--- src/rtl/task_dispatch_sequencer.sv ---
// Round-robin dispatcher for NCH timed task requests sharing one task resource.
// Captures per-channel Start strobes, grants one task at a time and times it out.
module task_dispatch_sequencer #(
  parameter int unsigned NCH   = 4,
  parameter int unsigned LEN_W = 8,
  localparam int unsigned CH_W = $clog2(NCH)
) (
  input  logic               Clk,
  input  logic               nReset,
  input  logic [NCH-1:0]     Start,
  input  logic [NCH*LEN_W-1:0] Len,
  input  logic               Enable,
  input  logic               ClrOvf,
  output logic               Busy,
  output logic [NCH-1:0]     Active,
  output logic [LEN_W-1:0]   Count,
  output logic               Done,
  output logic [CH_W-1:0]    DoneCh,
  output logic [NCH-1:0]     Pending,
  output logic [NCH-1:0]     Overflow
);

  typedef enum logic [1:0] {StIdle, StRun, StDone} state_e;

  state_e           state_q, state_d;
  logic [NCH-1:0]   pending_q, pending_d;
  logic [NCH-1:0]   overflow_q, overflow_d;
  logic [NCH-1:0]   active_q, active_d;
  logic [LEN_W-1:0] len_q [NCH];
  logic [LEN_W-1:0] len_d [NCH];
  logic [LEN_W-1:0] count_q, count_d;
  logic [CH_W-1:0]  last_q, last_d;
  logic [CH_W-1:0]  cur_q, cur_d;
  logic [CH_W-1:0]  done_ch_q, done_ch_d;
  logic             done_q, done_d;

  logic             grant_found;
  logic [CH_W-1:0]  grant_idx;
  logic             grant_fire;
  int unsigned      scan_idx;

  // First pending channel after the last one granted, wrapping modulo NCH.
  always_comb begin
    grant_found = 1'b0;
    grant_idx   = '0;
    scan_idx    = 0;
    for (int unsigned k = 1; k <= NCH; k++) begin
      scan_idx = (32'(last_q) + k) % NCH;
      if (!grant_found && pending_q[CH_W'(scan_idx)]) begin
        grant_found = 1'b1;
        grant_idx   = CH_W'(scan_idx);
      end
    end
  end

  assign grant_fire = (state_q == StIdle) && Enable && grant_found;

  always_comb begin
    state_d    = state_q;
    pending_d  = pending_q;
    overflow_d = ClrOvf ? '0 : overflow_q;
    active_d   = active_q;
    len_d      = len_q;
    count_d    = count_q;
    last_d     = last_q;
    cur_d      = cur_q;
    done_ch_d  = done_ch_q;
    done_d     = 1'b0;

    // A Start on the grant edge refills the slot being consumed instead of overflowing.
    for (int i = 0; i < NCH; i++) begin
      if (grant_fire && (grant_idx == CH_W'(i))) begin
        pending_d[i] = 1'b0;
      end
      if (Start[i]) begin
        if (!pending_q[i] || (grant_fire && (grant_idx == CH_W'(i)))) begin
          pending_d[i] = 1'b1;
          len_d[i]     = Len[i*LEN_W +: LEN_W];
        end else begin
          overflow_d[i] = 1'b1;
        end
      end
    end

    case (state_q)
      StIdle: begin
        if (grant_fire) begin
          state_d  = StRun;
          last_d   = grant_idx;
          cur_d    = grant_idx;
          active_d = NCH'(1) << grant_idx;
          count_d  = (len_q[grant_idx] == '0) ? '0 : len_q[grant_idx] - LEN_W'(1);
        end
      end
      StRun: begin
        if (count_q != '0) begin
          count_d = count_q - LEN_W'(1);
        end else begin
          state_d   = StDone;
          active_d  = '0;
          done_d    = 1'b1;
          done_ch_d = cur_q;
        end
      end
      StDone:  state_d = StIdle;
      default: state_d = StIdle;
    endcase
  end

  always_ff @(posedge Clk or negedge nReset) begin
    if (!nReset) begin
      state_q    <= StIdle;
      pending_q  <= '0;
      overflow_q <= '0;
      active_q   <= '0;
      for (int i = 0; i < NCH; i++) begin
        len_q[i] <= '0;
      end
      count_q    <= '0;
      last_q     <= CH_W'(NCH - 1);
      cur_q      <= '0;
      done_ch_q  <= '0;
      done_q     <= 1'b0;
    end else begin
      state_q    <= state_d;
      pending_q  <= pending_d;
      overflow_q <= overflow_d;
      active_q   <= active_d;
      len_q      <= len_d;
      count_q    <= count_d;
      last_q     <= last_d;
      cur_q      <= cur_d;
      done_ch_q  <= done_ch_d;
      done_q     <= done_d;
    end
  end

  assign Busy     = (state_q == StRun);
  assign Active   = active_q;
  assign Count    = count_q;
  assign Done     = done_q;
  assign DoneCh   = done_ch_q;
  assign Pending  = pending_q;
  assign Overflow = overflow_q;

endmodule

--- config.mk ---
export PLATFORM = sky130hd
export DESIGN_NAME = task_dispatch_sequencer
export DESIGN_NICKNAME = d
export VERILOG_FILES = /design/src/rtl/task_dispatch_sequencer.sv
export SDC_FILE = /design/constraint.sdc
export NUM_CORES = 1
export LEC_CHECK = 0
export CORE_MARGIN = 10
export CORE_UTILIZATION = 65
export CTS_CLUSTER_SIZE = 16
export DETAILED_ROUTE_END_ITERATION = 10
export DONT_BUFFER_PORTS = 1
export PLACE_DENSITY = 0.81
export SYNTH_ARGS = -nofsm -noshare
export SYNTH_HDL_FRONTEND = slang
export SYNTH_SLANG_ARGS = --single-unit
--- constraint.sdc ---
create_clock -name Clk -period 4.6 [get_ports Clk]
set_input_delay 0.69 -clock Clk [delete_from_list [all_inputs] [get_ports Clk]]
set_output_delay 0.69 -clock Clk [all_outputs]
set_load 0.01 [all_outputs]
* After elaboration in Yosys (flattened, before gate mapping) *
Cells that the tools add are included.

operators by class
  add/subtract/negate cells = 6
  equality and inequality tests = 7
  multiplexer cells = 52
  bitwise operators = 2
  divide/modulo/power cells = 0
  reduce and logical (&&, ||, !) cells = 34
  shift operators = 1
  order comparisons = 5
  multiply operators = 0

operators with widths
  kind                                                                           count
  8-bit 2-to-1 mux                                                               5
  1-bit 2-to-1 mux                                                               30
  8-bit binary-select mux with 2-bit select                                      1
  8-bit one-hot mux with 2 select lines                                          1
  8-bit by 1-bit subtractor with 8-bit output (second input constant)            2
  2-bit AND reduction                                                            7
  2-bit by 3-bit less-than comparator with 1-bit output (second input constant)  4
  2-bit 2-to-1 mux                                                               6
  4-bit 2-to-1 mux                                                               3
  1-bit logical AND                                                              9
  1-bit binary-select mux with 2-bit select                                      4
  8-bit zero test                                                                1
  4-bit one-hot mux with 2 select lines                                          1
  8-bit nonzero test                                                             1
  1-bit zero test                                                                7
  3-bit AND reduction                                                            2
  2-bit by 1-bit adder with 2-bit output (second input constant)                 2
  2-bit adder (second input constant)                                            2
  2-bit by 1-bit equality test with 1-bit output (second input constant)         2
  2-bit equality test (second input constant)                                    2
  2-bit zero test                                                                2
  1-bit logical OR                                                               4
  2-bit != test (second input constant)                                          2
  2-bit one-hot mux with 2 select lines                                          1
  6 further kinds                                                                6

word-level totals
  latch bits = 0
  output and inout bits = 24
  bits in writable memories = 0
  flip-flop bits (word level) = 61
  memories = 0
  ROM bits = 0
  word-level logic and storage cells = 120

* Logic depth before layout (Yosys ltp) *
  word-level depth = 21
  mapped depth = 12
  depth with buffers taken out = 11

* Worst setup path after synthesis *
OpenSTA, ideal clock, no wires.

  kind = flip-flop to flip-flop
  from = reg last_q[0]
  to = reg count_q[6], in the netlist Count[6]
  buffers on the path = 1
  cell stages (with the launch flop) = 13
  setup slack = 1,553 ps
  arrival = 2,953 ps
  period minus slack after synthesis = 3,047 ps
  cells stage by stage = dfstp_2 > and2b_1 > o21ai_2 > and3_1 > buf_6 > mux4_2 > inv_1 > ha_1 > inv_1 > a2111oi_2 > o22ai_2 > o211a_1 > a211oi_1

between the ends
  longest elaborated chain between the ends = 21
  elaborated cells on any way between the ends = 38
  those cells by class = add/sub (5); eq/ne (1); mux (22); bitwise (1); reduce/logical (9)

ends and longest elaborated chain
  element                                                                         RTL line  RTL
  start, declared                                                                 32        logic [CH_W-1:0] last_q, last_d;
  start signal, assigned                                                          120       last_q <= CH_W'(NCH - 1);
  start signal, assigned                                                          131       last_q <= last_d;
  2-bit by 1-bit adder with 2-bit output                                          48        scan_idx = (32'(last_q) + k) % NCH;
  1-bit binary-select mux with 2-bit select                                       49        if (!grant_found && pending_q[CH_W'(scan_idx)]) begin
  1-bit 2-to-1 mux (not written as such)                                          49
  1-bit 2-to-1 mux                                                                49
  1-bit zero test                                                                 49
  1-bit logical AND                                                               49
  1-bit 2-to-1 mux                                                                49
  1-bit zero test                                                                 49
  [... 4 more ...]                                                                --
  2-bit 2-to-1 mux                                                                49
  2-bit inverter with 3-bit output (not written as such)                          92        count_d = (len_q[grant_idx] == '0) ? '0 : len_q[grant_idx] - LEN_W'(1);
  8-bit binary-select mux with 2-bit select                                       92
  8-bit 2-to-1 mux (not written as such) (2 in a row)                             92
  8-bit by 1-bit subtractor with 8-bit output or 8-bit zero test (tied branches)  92
  8-bit 2-to-1 mux                                                                92
  8-bit 2-to-1 mux                                                                87        if (grant_fire) begin
  8-bit one-hot mux with 2 select lines                                           85        case (state_q)
  end signal, assigned                                                            130       count_q <= count_d;
  end, declared                                                                   31        logic [LEN_W-1:0] count_q, count_d;

Parallel ways exist; a longest one is shown, timed or not. The select of a mux whose other input is x is not followed.
A chain may end at the register's enable or synchronous reset.

* Worst setup path in the final report *
Same ends and word-level chain as after synthesis.

==> metrics.txt <==
outcome finished clean; Via density around 6.4; RSZ-0062 raised after global routing no; chip height 88.8 microns; startpoint class of the critical path flip-flop; top post-synthesis cells by count dfrtp_1, mux2_2, nand2_1; Setup crit end kind flip-flop; Synth Cell Area approximately 0.0031 sq mm; Max Clk Rate slightly above 300 MHz; cell taking the most area after synthesis dfrtp_1; initial antenna violation count 1; # DRC 0; Crit path required time 4840 ps; GRT overflow 0; CORE AREA 0.00447 sq mm; synthesized flop and latch total just over 60; Final Instance Area approximately 0.0033 sq mm; Slowest-stage cell, CP mux4_2; Die ar. approximately 0.0079 sq mm; fin crit period ~3300 ps; postcts setup bufs 0; Synth warnings 0; vias in the first global route 2,145; Leak 1.47 nW; worst r2r path cells 11; Clk Latency, worst-skew pair between 300 and 400 ps; CTS max path bufs 2; crit path max fanout 8; Port Buffer Count 0; overall power consumption approximately 0.0028 W; Ports 64; dpl cells ~320; Routed Antenna Nets 0; largest net degree at the start of global routing just over 60; CTS tree yes; mean post-synth cell area between 10 and 15 sq um; Hold WC Path Type input port to async pin; placed wire-length estimate approximately 5 mm; Fin. Hold Viols 0; Cell Area, Placed approximately 0.0031 sq mm; maximum VDD drop between 0.0004 and 0.0005 V; fin crit share a little under three quarters; Layout Nets 323; largest cells by area after synthesis dfrtp_1, mux2_2, mux4_2, nand2_1, mux2i_1; critical register-to-register path startpoint last_q[0]; Die X-Extent between 80 and 90 microns; crit path kind flip-flop to flip-flop; CP bufs+invs 2; Seq/Total Area, Yosys around 50%; clk root buf clkbuf_8; WL met1 3.01 mm; CP Cell Sequence and2b_1 -> o21ai_2 -> and3_1 -> mux4_2 -> inv_1 -> ha_1 -> inv_1 -> a2111oi_2 -> o22ai_2 -> o211a_1 -> a211oi_1; H-tree level count 3; RePlAce Congestion between 0.8 and 0.9; pwr/cell area around 850 mW/mm^2; Top Metal Used met4; Clock Skew just under 8 ps; setup TNS 0 ps; ys flop type dfrtp_1; GRT Total Usage 18.8%; WL per Instance between 20 and 25 microns; total wire length 7.11 mm; arrival time worst endpoint between 3000 and 4000 ps; fill count around 290; Max Cap Viol 0; Worst R2R Setup Slack roughly 1300 ps; Top cell by count, worst path inv_1; Yosys top cell area share between 40% and 50%; Slew Limit Headroom between 50% and 60%; Mapped Cells 274; asr flop ratio synth 100%; Least-Margin Pin Slew 691 ps; first-pass GRT wire length around 11 mm; Final Core Density between 70 and 80%; fin. max-slew vios 0; initial drt markers about 120; metal2 WL about 3.4 mm; final setup vio count 0; CTS Hold Bufs 0; synthesized net count around 320; Via Count between 2,000 and 2,500; Starting Density 68.8%; distinct cell type count after synthesis 52; CP Launch Point last_q[0]; r2r endpoint Count[6]; total CTS buffers 9; fin cells about 340; Post-synth EDFFs 0; Met3 Wirelength approximately 660 microns; Area Overhead vs Synth 8.58%; layout cells sized above 1 between 20% and 30%; Max stage delay on crit path 580 ps; Row Count 24; clk slew on worst S/H paths around 70 ps; most frequent cell after synthesis dfrtp_1; post_cts resized 0; Top Family by Delay on Critical Path compound AO/OA/AOI/OAI gates; diode count 0; Clock Sinks 61; router iterations before antenna repair 4
[flip-flops by register name, indices dropped and copies added, names as in the netlist]
name and cells:
Overflow 4, len_q 32, last_q 2, Active 4, cur_q 2, Done 1, DoneCh 2, Pending 4
Count 8, state_q 2
[report_power, final]
part	leakage (nW)	switching, W	internal (W)
Combinational	0.630	0.000712	0.000605
Clock	0.116	0.000201	0.000333
Sequential	0.727	0.000219	0.000774
Total	1.47	0.00113	0.00171
[layout make-up]
cell class | count | area (sq um) | area share [%]
clock buffer | 12 | 155 | 4.64
clock inverter | 4 | 70.1 | 2.10
inverter | 18 | 67.6 | 2.02
multi-input combinational | 189 | 1450 | 43.3
sequential | 61 | 1530 | 45.8
tap | 52 | 65.1 | 1.95
timing repair buffer | 1 | 7.51 | 0.225
[metrics by stage]
step	worst slack (ps)	hold slack, ps
after global placement	1490	396
after global routing	1060	27.7
after CTS	1320	33.6
after detailed placement	1340	397
final	1330	43.5
after floorplan	1550	394
[logic make-up (layout without fill, tap and decap cells)]
group / after synthesis / after routing / synth area share, %
AOI/OAI and AO/OA: 60 / 60 / 13.7
buffers and inverters: 24 / 35 / 3.29
DFF: 61 / 61 / 49.7
and+or+nand+nor: 75 / 75 / 12.1
adders and majority gates: 3 / 3 / 1.22
xor gates and xnor gates: 2 / 2 / 0.569
muxes: 49 / 49 / 19.4
[metal layers]
layer	vias up	track usage, %
met5	-	0
met4	0	7.05
met3	9	7.90
met2	68	27.7
met1	1065	24.2
li1	1020	-
[how the worst max path moves through the flow]
| stage | end | cells after the start |
|---|---|---|
| after CTS | Count[6] | 11 |
| final | Count[6] | 11 |
| after detailed placement | Count[6] | 11 |
| after global placement | Count[6] | 11 |
| after floorplan | Count[6] | 12 |
| after global routing | Count[6] | 11 |
[placed cells by master (no fill, tap or decap), types with 3 or more instances in the layout]
cell type and n:
inv_1 18, o22ai_1 5, nor3_1 12, dfrtp_1 59
mux2_2 29, o21ai_1 8, mux2_1 7, o21bai_1 3
mux2i_1 8, a21oi_1 7, ha_1 3, nor2_1 16
nand2b_1 3, clkbuf_8 11, o21ai_0 8, nor3b_1 5
mux4_2 5, nand2_1 26, a31oi_1 5, o221ai_1 3
(Power assumes the default switching activity.)
